[src/rtl/prod_accum_pkg.sv]
// prod_accum_pkg: shared state type and width helpers for the product accumulator
// Contents: state_t (ACC, HOLD), acc_w() accumulator width, cnt_w() beat-counter width
package prod_accum_pkg;

   typedef enum logic {ACC, HOLD} state_t;

   function automatic int acc_w(input int size, input int guard);
      return 2 * size + guard;
   endfunction

   // A single-product group still needs a 1-bit counter.
   function automatic int cnt_w(input int len);
      return len <= 1 ? 1 : $clog2(len);
   endfunction

endpackage

[src/rtl/prod_accum_if.sv]
// prod_accum_if: product-in / result-out valid-ready bundle
// Ports (modport slave = accumulator side):
//   in_valid, in_data[2*SIZE]        product from multiplier (in_ready back)
//   out_valid, out_data[ACC_W], out_ovf   result to consumer (out_ready back)
interface prod_accum_if
   import prod_accum_pkg::*;
#(
   parameter int SIZE  = 8,
   parameter int GUARD = 4
);
   localparam int ACC_W = acc_w(SIZE, GUARD);

   logic                in_valid;
   logic                in_ready;
   logic [2*SIZE-1:0]   in_data;
   logic                out_valid;
   logic                out_ready;
   logic [ACC_W-1:0]    out_data;
   logic                out_ovf;

   modport master (
      output in_valid, in_data, out_ready,
      input  in_ready, out_valid, out_data, out_ovf
   );

   modport slave (
      input  in_valid, in_data, out_ready,
      output in_ready, out_valid, out_data, out_ovf
   );

endinterface

[src/rtl/prod_accum_add.sv]
// prod_accum_add: combinational W-bit unsigned adder returning sum and carry-out
// Ports: a, b [W] operands; sum [W] result; carry carry-out of the raw addition
// Macro PROD_ACCUM_SAT_EN: sum saturates to all-ones on carry-out instead of wrapping
module prod_accum_add #(
   parameter int W = 20
) (
   input  logic [W-1:0] a,
   input  logic [W-1:0] b,
   output logic [W-1:0] sum,
   output logic         carry
);

   logic [W:0] raw;

   always_comb begin
      raw   = {1'b0, a} + {1'b0, b};
      carry = raw[W];
`ifdef PROD_ACCUM_SAT_EN
      sum   = carry ? '1 : raw[W-1:0];
`else
      sum   = raw[W-1:0];
`endif
   end

endmodule

[src/rtl/prod_accum.sv]
// prod_accum: sums LEN consecutive multiplier products into one result, held until taken
// Ports: clk; rst_n async active-low reset; clr sync clear (highest priority);
//        bus (prod_accum_if.slave) product in (valid/ready) and result out (valid/ready, ovf)
// Macro PROD_ACCUM_SAT_EN: saturating accumulation with sticky overflow reported in out_ovf
module prod_accum
   import prod_accum_pkg::*;
#(
   parameter int SIZE  = 8,
   parameter int LEN   = 4,
   parameter int GUARD = 4
) (
   input  logic        clk,
   input  logic        rst_n,
   input  logic        clr,
   prod_accum_if.slave bus
);

   localparam int ACC_W = acc_w(SIZE, GUARD);
   localparam int CW    = cnt_w(LEN);
`ifdef PROD_ACCUM_SAT_EN
   localparam bit SAT = 1'b1;
`else
   localparam bit SAT = 1'b0;
`endif

   state_t           state;
   logic [ACC_W-1:0] acc;
   logic [CW-1:0]    cnt;
   logic             ovf;
   logic [ACC_W-1:0] sum;
   logic             carry;
   logic             ovf_nxt;
   logic             last;

   prod_accum_add #(.W(ACC_W)) u_add (
      .a    (acc),
      .b    (ACC_W'(bus.in_data)),
      .sum  (sum),
      .carry(carry)
   );

   // Overflow only sticks in the saturating build; otherwise it stays 0.
   assign ovf_nxt      = ovf | (carry & SAT);
   assign last         = cnt == CW'(LEN - 1);
   assign bus.in_ready = state == ACC;

   always_ff @(posedge clk or negedge rst_n) begin
      if (!rst_n) begin
         state         <= ACC;
         acc           <= '0;
         cnt           <= '0;
         ovf           <= 1'b0;
         bus.out_valid <= 1'b0;
         bus.out_data  <= '0;
         bus.out_ovf   <= 1'b0;
      end else if (clr) begin
         state         <= ACC;
         acc           <= '0;
         cnt           <= '0;
         ovf           <= 1'b0;
         bus.out_valid <= 1'b0;
         bus.out_ovf   <= 1'b0;
      end else if (state == ACC) begin
         if (bus.in_valid) begin
            if (last) begin
               bus.out_data  <= sum;
               bus.out_ovf   <= ovf_nxt;
               bus.out_valid <= 1'b1;
               acc           <= '0;
               cnt           <= '0;
               ovf           <= 1'b0;
               state         <= HOLD;
            end else begin
               acc <= sum;
               cnt <= cnt + 1'b1;
               ovf <= ovf_nxt;
            end
         end
      end else if (bus.out_ready) begin
         bus.out_valid <= 1'b0;
         state         <= ACC;
      end
   end

endmodule

[src/flat_wrapper.sv]
// flat-port wrapper written by rule: the top's interface ports become plain ports
module prod_accum_flat import prod_accum_pkg::*;
#(
   parameter int SIZE  = 8,
   parameter int LEN   = 4,
   parameter int GUARD = 4
)
  (clk, rst_n, clr, bus_in_valid, bus_in_data, bus_out_ready, bus_in_ready, bus_out_valid, bus_out_data, bus_out_ovf);
  prod_accum_if #(.SIZE(SIZE), .GUARD(GUARD)) bus_i ();
  input  logic clk;
  input  logic rst_n;
  input  logic clr;
  input wire logic [$bits(bus_i.in_valid)-1:0] bus_in_valid;
  input wire logic [$bits(bus_i.in_data)-1:0] bus_in_data;
  input wire logic [$bits(bus_i.out_ready)-1:0] bus_out_ready;
  output wire logic [$bits(bus_i.in_ready)-1:0] bus_in_ready;
  output wire logic [$bits(bus_i.out_valid)-1:0] bus_out_valid;
  output wire logic [$bits(bus_i.out_data)-1:0] bus_out_data;
  output wire logic [$bits(bus_i.out_ovf)-1:0] bus_out_ovf;
  assign bus_i.in_valid = bus_in_valid;
  assign bus_i.in_data = bus_in_data;
  assign bus_i.out_ready = bus_out_ready;
  assign bus_in_ready = bus_i.in_ready;
  assign bus_out_valid = bus_i.out_valid;
  assign bus_out_data = bus_i.out_data;
  assign bus_out_ovf = bus_i.out_ovf;
  prod_accum #(.SIZE(SIZE), .LEN(LEN), .GUARD(GUARD)) u_core (.clk(clk), .rst_n(rst_n), .clr(clr), .bus(bus_i));
endmodule
[config.mk]
export PLATFORM = sky130hd
export DESIGN_NAME = prod_accum_flat
export DESIGN_NICKNAME = d
export VERILOG_FILES = /design/src/rtl/prod_accum_pkg.sv /design/src/rtl/prod_accum_if.sv /design/src/rtl/prod_accum_add.sv /design/src/rtl/prod_accum.sv /design/src/flat_wrapper.sv
export SDC_FILE = /design/constraint.sdc
export NUM_CORES = 1
export LEC_CHECK = 0
export BUFFER_PORTS_ARGS = -buffer_cell sky130_fd_sc_hd__buf_2
export CORE_MARGIN = 5
export CORE_UTILIZATION = 52
export CTS_BUF_LIST = sky130_fd_sc_hd__clkbuf_8
export CTS_CLUSTER_DIAMETER = 100
export DETAILED_ROUTE_END_ITERATION = 10
export PLACE_DENSITY = 0.78
export SYNTH_ARGS = -nofsm -noshare
export SYNTH_HDL_FRONTEND = slang
export SYNTH_SLANG_ARGS = --single-unit
[constraint.sdc]
create_clock -name clk -period 2.4 [get_ports clk]
set_input_delay 0.12 -clock clk [delete_from_list [all_inputs] [get_ports clk]]
set_output_delay 0.12 -clock clk [all_outputs]
set_load 0.05 [all_outputs]
==> results of run 1 <==
cell usage after synthesis, types with 2 or more instances:
library cell / n / area (um^2)
o31ai_1: 4 / 30.0
mux2_2: 13 / 146
nand3_1: 2 / 10.0
o21ai_0: 20 / 100
ha_1: 17 / 213
o211ai_1: 2 / 15.0
a22o_1: 13 / 114
a211oi_1: 2 / 15.0
and4_1: 2 / 17.5
inv_1: 3 / 11.3
clkbuf_1: 7 / 26.3
a21oi_1: 16 / 80.1
nor2_1: 10 / 37.5
a21o_1: 3 / 22.5
xnor2_1: 12 / 105
or3_1: 2 / 12.5
nand2_1: 25 / 93.8
a21boi_1: 2 / 15.0
o21a_1: 3 / 22.5
xor2_1: 5 / 43.8
o21ai_1: 2 / 10.0
dfrtp_1: 44 / 1100
kinds of logic (layout without fill, tap and decap cells):
kind of cell,count (synthesis),count (layout),synth area share [%]
AOI/OAI and AO/OA,76,76,21.4
xor gates and xnor gates,17,17,6.08
adders and majority gates,18,18,9.50
buffers and inverters,12,63,2.15
DFF,44,44,45.0
muxes,14,14,6.39
other,1,1,0.153
and+or+nand+nor,48,48,9.35
path summary, 6_finish.rpt:
path | endpoint | from | slack, ns | cells after the start
min in group clk | u_core.state | bus_out_ready | 0 | 2
max in group asynchronous | u_core.acc[5] | rst_n | 1.84 | 1
min | u_core.bus.out_data[17] | rst_n | -0.03 | 1
max | u_core.acc[14] | u_core.acc[0] | 0.005 | 9
max reg2reg | u_core.acc[14] | u_core.acc[0] | 0.005 | 9
min reg2reg | u_core.bus.out_data[19] | u_core.bus.out_data[19] | 0.48 | 2
flip-flops by register name, summed over array words and instances (netlist names):
name and flops:
u_core.acc 20, u_core.bus.out_data 20, u_core.cnt 2, u_core.bus.out_valid 1, u_core.state 1
metrics by stage:
stage | cells | util [%]
3_5_place_dp | 325 | 58.9
3_3_place_gp | 325 | 58.9
4_1_cts | 333 | 61.7
5_1_grt | 335 | 62.7
2_1_floorplan | 230 | -
6_report | 335 | 62.7
critical path: stages, from the launching register on:
cell      delay (ns)
dfrtp_1         0.41
ha_2            0.20
fa_2            0.35
a211oi_2        0.20
o21bai_2        0.12
or4_4           0.45
a31oi_4         0.18
o21ai_2         0.08
xnor2_1         0.19
o21ai_1         0.08
metal layers:
metal	up-vias	global-route usage (%)	wire, um
met5	-	0	0
met4	0	5.59	51
met3	7	4.59	249
met2	42	28.9	2450
met1	903	22.9	2360
li1	936	-	-
what timing repair did:
item / CTS / global route
setup endpoints to repair: 10 / 10
gates resized for setup: 5 / 8
pin swaps: 3 / 2
buffers inserted: 0 / 2
final cells by class:
type | instances | share of cell area [%]
Sequential cell | 44 | 37.7
Inverter | 3 | 0.386
Clock buffer | 5 | 2.36
Tap cell | 54 | 2.31
Clock inverter | 3 | 1.46
Multi-Input combinational cell | 174 | 46.0
Timing Repair Buffer | 52 | 9.77
power breakdown:
part	internal (mW)	switching (mW)
registers	0.853	0.0613
logic	0.340	0.598
clock network	0.308	0.254
total	1.50	0.913
==> flow_summary.json, run 1 <==
{
  "cts_buffers": 5,
  "die_h_um": 78.6,
  "syn_inst": 230,
  "multi_input_area_um2": 1340,
  "avgSynthCellArea_um2": 10.6,
  "synth-edff-count": 0,
  "place_hpwl_um": 3610,
  "die-area_um2": 6180,
  "ys_ff_latch": 44,
  "start_util_pct": 52.5,
  "power_density_nw_per_um2": 827,
  "clockBufferDepth": 2,
  "setup_slack_ns": 0.00480,
  "worst_setup_path_start_kind": "flop",
  "io_pins": 44,
  "htree_levels": 2,
  "synth-main-ff-cell": "dfrtp_1",
  "violations": "negative hold slack",
  "vias": 1888,
  "register_area_um2": 1100,
  "status": "finished, violations left",
  "hold_ws_ns": -0.0262,
  "die_x_um": 78.6,
  "fillers": 391,
  "ir_drop_mv": 0.577,
  "grtUsageTotal_pct": 17.7,
  "drc": 0,
  "syn_area_um2": 2450,
  "grt_pass1_wl_um": 8780,
  "final_nets": 319,
  "cts_tree": "built",
  "period_share_pct": 99.8,
  "crit_path_max_fanout": 3,
  "leakage_nw": 1.45,
  "gr-total-overflow": 0,
  "async_flop_share_pct": 100,
  "cts_hold_buf": 0,
  "mostFrequentLayoutCell": "dfrtp_1",
  "layout_min_cycle_time_ns": 2.40,
  "fin_skew_ns": 0.00310,
  "critPathCaptureType": "flop",
  "setup-tns-final_ns": 0,
  "synth_fp_nets": 269,
  "hp-class": "input port to asynchronous set/reset pin",
  "io_buffer_count": 42,
  "routed_wl_um": 5110,
  "viasPerCell": 5.64,
  "rsz0062_at_grt": "yes",
  "most-common-layout-cells": "44 x dfrtp_1, 42 x buf_2, 25 x nand2_1",
  "drtPass1Iterations": 4,
  "yosysWarnings": 0,
  "cts-root-buf": "clkbuf_8",
  "cts.sinks": 44,
  "crit_type": "flop to flop",
  "ant_nets": 0,
  "dr.first_iter.drc_count": 85,
  "syn2layout_area_growth_pct": 19.3,
  "cp.arrival_ns": 2.57,
  "final_cell_area_um2": 2920,
  "hold_viol": 44,
  "required_ns": 2.57,
  "insertion_delay_ns": 0.29,
  "drive_gt1_share_pct": 31.7,
  "synth_cell_type_count": 43,
  "drv_cap": 0,
  "clk_pin_slew_ns": 0.08,
  "grt_max_degree": 45,
  "antenna_found_initial": 0,
  "seq_area_frac_synth_pct": 45.0,
  "setup_violations": 0,
  "power_mw": 2.41,
  "rows": 25,
  "antenna_cells": 0,
  "place_area_um2": 2750,
  "wl_per_cell_um": 15.2,
  "drv_slew": 0,
  "place_ws_ns": -0.110,
  "core_um2": 4660,
  "maxSlewHeadroom_pct": 36.3,
  "timing.fmax_mhz": 418,
  "place.gp.congestion": 0.823,
  "worstMarginPinSlew_ns": 0.955,
  "grt_pass1_vias": 1936
}
Note: power is estimated with default switching activity, not from simulation.
==> run 2: changes to the inputs <==
CAP_MARGIN = 10   (was default)
HOLD_SLACK_MARGIN = 0.08   (was default)
==> run 2 against run 1 <==
  * The run now ends clean
  * Critical endpoint is now u_core.bus.out_data[12]
  * Critical path type unchanged
  * Sequential power about the same
  * Cell count increased by 0.90%
  * First-iteration DRC count decreased by 3.5%
  * Combinational power increased by 0.4%
  * Core utilization increased by 0.64 points
==> flow_summary.json, run 2 (synthesized netlist as in run 1, its figures left out) <==
{
  "largestRegisters": "u_core.acc x20, u_core.bus.out_data x20, u_core.cnt x2",
  "post-place-cells": 325,
  "die-area_um2": 6180,
  "grtUsageTotal_pct": 17.8,
  "cts-root-buf": "clkbuf_8",
  "drv_cap": 0,
  "highest_layer": "met4",
  "syn2layout_area_growth_pct": 20.5,
  "drive_gt1_share_pct": 31.3,
  "cp.arrival_ns": 2.58,
  "power_mw": 2.42,
  "start_util_pct": 52.5,
  "timing.critical_path.buf_inv": 0,
  "status": "completed",
  "final_nets": 322,
  "routed-wl-met2_um": 2500,
  "rsz0062_at_grt": "yes",
  "m1WireLength_um": 2370,
  "vias": 1895,
  "fin_cells": 338,
  "critPathCaptureType": "flop",
  "mostFrequentLayoutCell": "dfrtp_1",
  "wl_per_cell_um": 15.3,
  "fillers": 388,
  "wl_met3_um": 242,
  "core_um2": 4660,
  "power_density_nw_per_um2": 820,
  "cts_buffers": 5,
  "crit_path_max_fanout": 3,
  "dr.first_iter.drc_count": 82,
  "viasPerCell": 5.61,
  "timing.fmax_mhz": 418,
  "worst_setup_path_start_kind": "flop",
  "fin_skew_ns": 0.00291,
  "drtPass1Iterations": 4,
  "required_ns": 2.58,
  "die_x_um": 78.6,
  "drc": 0,
  "crit_slowest_cell": "or4_4",
  "ir_drop_mv": 0.577,
  "io_buffer_count": 42,
  "layout_min_cycle_time_ns": 2.39,
  "critPathTopFamily": "adder cells",
  "grt_pass1_vias": 1952,
  "period_share_pct": 99.8,
  "crit_chain": "ha_2 -> fa_2 -> a211oi_2 -> o21bai_2 -> or4_4 -> a31oi_4 -> xnor2_1 -> mux2_2",
  "crit_type": "flop to flop",
  "drv_slew": 0,
  "leakage_nw": 1.47,
  "antenna_found_initial": 0,
  "antenna_cells": 0,
  "htree_levels": 2,
  "hold_viol": 0,
  "routed_wl_um": 5160,
  "grt_max_degree": 45,
  "die_h_um": 78.6,
  "post-route-util_pct": 63.3,
  "place.gp.congestion": 0.823,
  "insertion_delay_ns": 0.29,
  "cts_tree": "built",
  "worstMarginPinSlew_ns": 0.959,
  "clk_pin_slew_ns": 0.08,
  "cts.sinks": 44,
  "grt_pass1_wl_um": 8840,
  "maxSlewHeadroom_pct": 36.1,
  "most-common-layout-cells": "44 x dfrtp_1, 42 x buf_2, 25 x nand2_1",
  "crit_path_max_incr_delay_ns": 0.45,
  "ant_nets": 0,
  "hp-class": "input port to flop",
  "io_pins": 44,
  "clockBufferDepth": 2,
  "rows": 25,
  "setup_violations": 0,
  "gr-total-overflow": 0,
  "place_hpwl_um": 3610
}
run 2: changes by cell type in the layout (fill, tap and decap cells not counted), sizes merged:
cell / delta
dlygate4sd3: +3
run 2: per-layer routing:
| layer | global-route usage, % | up-vias |
|---|---|---|
| met5 | 0 | - |
| met4 | 5.59 | 0 |
| met3 | 4.59 | 7 |
| met2 | 29.4 | 37 |
| met1 | 22.9 | 909 |
| li1 | - | 942 |
run 2: path summary, 6_finish.rpt:
path | startpoint | to | slack (ns) | cells past startpoint
setup / recovery | u_core.acc[0] | u_core.bus.out_data[12] | 0.006 | 8
hold reg to reg | u_core.bus.out_data[17] | u_core.bus.out_data[17] | 0.48 | 2
min in group asynchronous | rst_n | u_core.bus.out_data[17] | 0.51 | 2
hold / removal | bus_in_valid | u_core.cnt[1] | 0.26 | 4
max in group asynchronous | rst_n | u_core.acc[5] | 1.30 | 2
setup reg to reg | u_core.acc[0] | u_core.bus.out_data[12] | 0.006 | 8
run 2: worst min-delay path: cells and delay by family:
kind,cells,cell delay [ns]
buffers and inverters,1,0.09
muxes,1,0.16
and+or+nand+nor,2,0.15
run 2: per-stage QoR:
step / setup slack [ns] / setup TNS, ns / cell area (um^2) / hold WS (ns)
2_1_floorplan: 0.0125 / 0 / 2450 / -0.176
3_3_place_gp: -0.0675 / -0.215 / 2750 / 0.309
3_5_place_dp: -0.110 / -0.536 / 2750 / 0.316
4_1_cts: -0.00517 / -0.00517 / 2910 / 0.244
5_1_grt: -0.0865 / -0.331 / 2950 / 0.268
6_report: 0.00556 / 0 / 2950 / 0.257
run 2: repair_timing:
action,in CTS,in global routing
endpoints found under the setup margin,10,10
gates cloned,0,0
hold buffers,3,0
setup buffers,0,2
pin swaps,3,2
endpoints found under the hold margin,47,0
gates resized for setup,5,8
run 2: power by group:
part           switching (mW)  internal (mW)
Clock                   0.254          0.308
Sequential             0.0610          0.853
Combinational           0.599          0.344
run 2: area by class of cell:
cell class	count	area [um^2]	share of cell area [%]
Inverter	3	11.3	0.382
Tap cell	54	67.6	2.29
Multi-Input combinational cell	174	1340	45.5
Sequential cell	44	1100	37.3
Clock buffer	5	68.8	2.33
Clock inverter	3	42.5	1.44
Timing Repair Buffer	55	315	10.7
==> run 3: changes to the inputs <==
PLACE_DENSITY = 0.76   (was 0.78)
==> run 3 against run 2 <==
  * Worst setup slack gained 0.020 ns
  * Total power grew 11%
  * Sequential share of layout area shrank 1.3 points
  * Non-clock buffer count grew 5
  * Global-route usage grew 1.6 points
  * Hold slack lost 0.0036 ns
  * Critical path type unchanged
  * Largest power group unchanged
  * Highest routed layer unchanged
==> flow_summary.json, run 3 (synthesized netlist as in run 1, its figures left out) <==
{
  "setup_slack_ns": 0.0252,
  "final_nets": 327,
  "worstMarginPinSlew_ns": 0.975,
  "crit_path_max_incr_delay_ns": 0.45,
  "hold_viol": 0,
  "fillers": 379,
  "grt_max_degree": 45,
  "viasPerCell": 5.70,
  "largestRegisters": "u_core.acc x20, u_core.bus.out_data x20, u_core.cnt x2",
  "busiest_layer": "met2",
  "insertion_delay_ns": 0.30,
  "power_density_nw_per_um2": 874,
  "io_pins": 44,
  "period_share_pct": 99.0,
  "drv_slew": 0,
  "maxSlewHeadroom_pct": 35.0,
  "crit_slowest_cell": "or4_4",
  "most-common-layout-cells": "44 x dfrtp_1, 42 x buf_2, 25 x nand2_1",
  "leakage_nw": 1.53,
  "grtUsageMet3_pct": 5.16,
  "worst_setup_path_start_kind": "flop",
  "critPathCaptureType": "flop",
  "drtPass1Iterations": 4,
  "start_util_pct": 52.5,
  "place.gp.congestion": 0.848,
  "layout_min_cycle_time_ns": 2.37,
  "dr.first_iter.drc_count": 136,
  "drc": 0,
  "grt_pass1_wl_um": 9490,
  "antenna_found_initial": 0,
  "vias": 1954,
  "grtUsageTotal_pct": 19.4,
  "p_int_mw": 1.73,
  "crit_type": "flop to flop",
  "p_sw_share_pct": 35.4,
  "syn2layout_area_growth_pct": 24.9,
  "place_hpwl_um": 3770,
  "die_x_um": 78.6,
  "clockBufferDepth": 2,
  "rows": 25,
  "critPathTopFamily": "adder cells",
  "place_ws_ns": -0.138,
  "mostFrequentLayoutCell": "dfrtp_1",
  "die-area_um2": 6180,
  "pwr-share-clk_pct": 29.6,
  "p_seq_share_pct": 34.3,
  "timing.critical_path.buf_inv": 0,
  "cts_buffers": 5,
  "gr-total-overflow": 0,
  "crit_chain": "ha_2 -> fa_2 -> a211oi_2 -> o21bai_2 -> or4_4 -> a31oi_4 -> xnor2_1 -> mux2_2",
  "drive_gt1_share_pct": 32.5,
  "fin_skew_ns": 0.00621,
  "cts.sinks": 44,
  "ir_drop_mv": 0.538,
  "crit_path_max_fanout": 3,
  "timing.fmax_mhz": 421,
  "htree_levels": 2,
  "clk_pin_slew_ns": 0.09,
  "io_buffer_count": 42,
  "post-place-cells": 325,
  "fin_cells": 343,
  "antenna_cells": 0,
  "die_h_um": 78.6,
  "post-route-util_pct": 65.6,
  "hp-class": "input port to flop",
  "grtUsageMet1_pct": 24.2,
  "met2_usage_pct": 32.0,
  "grt_pass1_vias": 2083,
  "core_um2": 4660,
  "cts-root-buf": "clkbuf_8",
  "routed_wl_um": 5530,
  "p_comb_share_pct": 36.1,
  "status": "completed",
  "ant_nets": 0,
  "wl_per_cell_um": 16.1,
  "drv_cap": 0,
  "p_sw_uw": 946,
  "setup_violations": 0,
  "rsz0062_at_grt": "yes",
  "cts_tree": "built",
  "cp.arrival_ns": 2.57,
  "ff2ff_setup_slack_ns": 0.03,
  "required_ns": 2.60
}
-- run 3: final timing paths --
check                               start                      end  cells after the start
max in group asynchronous           rst_n   u_core.bus.out_data[0]                      2
min in group asynchronous           rst_n     u_core.bus.out_valid                      2
min reg2reg                  u_core.state     u_core.bus.out_valid                      1
min                        bus_in_data[0]   u_core.bus.out_data[0]                      3
max reg2reg                 u_core.acc[0]  u_core.bus.out_data[12]                      8
max                         u_core.acc[0]  u_core.bus.out_data[12]                      8
-- run 3: power groups by stage --
| stage | Sequential [mW] | Clock [mW] | Combinational (mW) |
|---|---|---|---|
| floorplan | 1.16 | 0 | 0.456 |
| global placement | 0.922 | 0 | 0.891 |
| detailed placement | 0.929 | 0 | 0.909 |
| finish | 0.917 | 0.791 | 0.966 |
| global route | 0.934 | 0.831 | 1.05 |
| CTS | 0.916 | 0.802 | 0.944 |
-- run 3: cell type report --
| cell class | count | area (um^2) | area share, % |
|---|---|---|---|
| Timing Repair Buffer | 60 | 368 | 12.0 |
| Clock buffer | 5 | 68.8 | 2.25 |
| Multi-Input combinational cell | 174 | 1350 | 44.2 |
| Clock inverter | 3 | 90.1 | 2.94 |
| Sequential cell | 44 | 1100 | 36.0 |
| Tap cell | 54 | 67.6 | 2.21 |
| Inverter | 3 | 11.3 | 0.368 |
-- run 3: repair_timing --
| item | in CTS | in global routing |
|---|---|---|
| setup endpoints to repair | 8 | 14 |
| hold endpoints to repair | 47 | 0 |
| hold buffers | 4 | 0 |
| pin swaps | 4 | 6 |
| setup buffers | 3 | 3 |
| gates resized for setup | 7 | 8 |
-- run 3: per-layer routing --
metal | vias to the layer above | wire length, um
met5 | - | 0
met4 | 0 | 92
met3 | 10 | 296
met2 | 58 | 2730
met1 | 932 | 2410
li1 | 954 | -
-- run 3: worst reg2reg max path, stage by stage (launching register included) --
cell and delay, ns:
dfrtp_1 0.40, ha_2 0.20, fa_2 0.34, a211oi_2 0.20
o21bai_2 0.10, or4_4 0.45, a31oi_4 0.19, xnor2_1 0.12
mux2_2 0.27
-- run 3: metrics by stage --
step / hold WS (ns) / cell area (um^2) / power [mW] / TNS (ns)
5_1_grt: 0.259 / 3060 / 2.81 / -0.531
6_report: 0.253 / 3060 / 2.67 / 0
3_3_place_gp: 0.312 / 2760 / 1.81 / -0.146
2_1_floorplan: -0.176 / 2450 / 1.61 / 0
3_5_place_dp: 0.315 / 2760 / 1.84 / -0.542
4_1_cts: 0.227 / 3010 / 2.66 / -0.0234
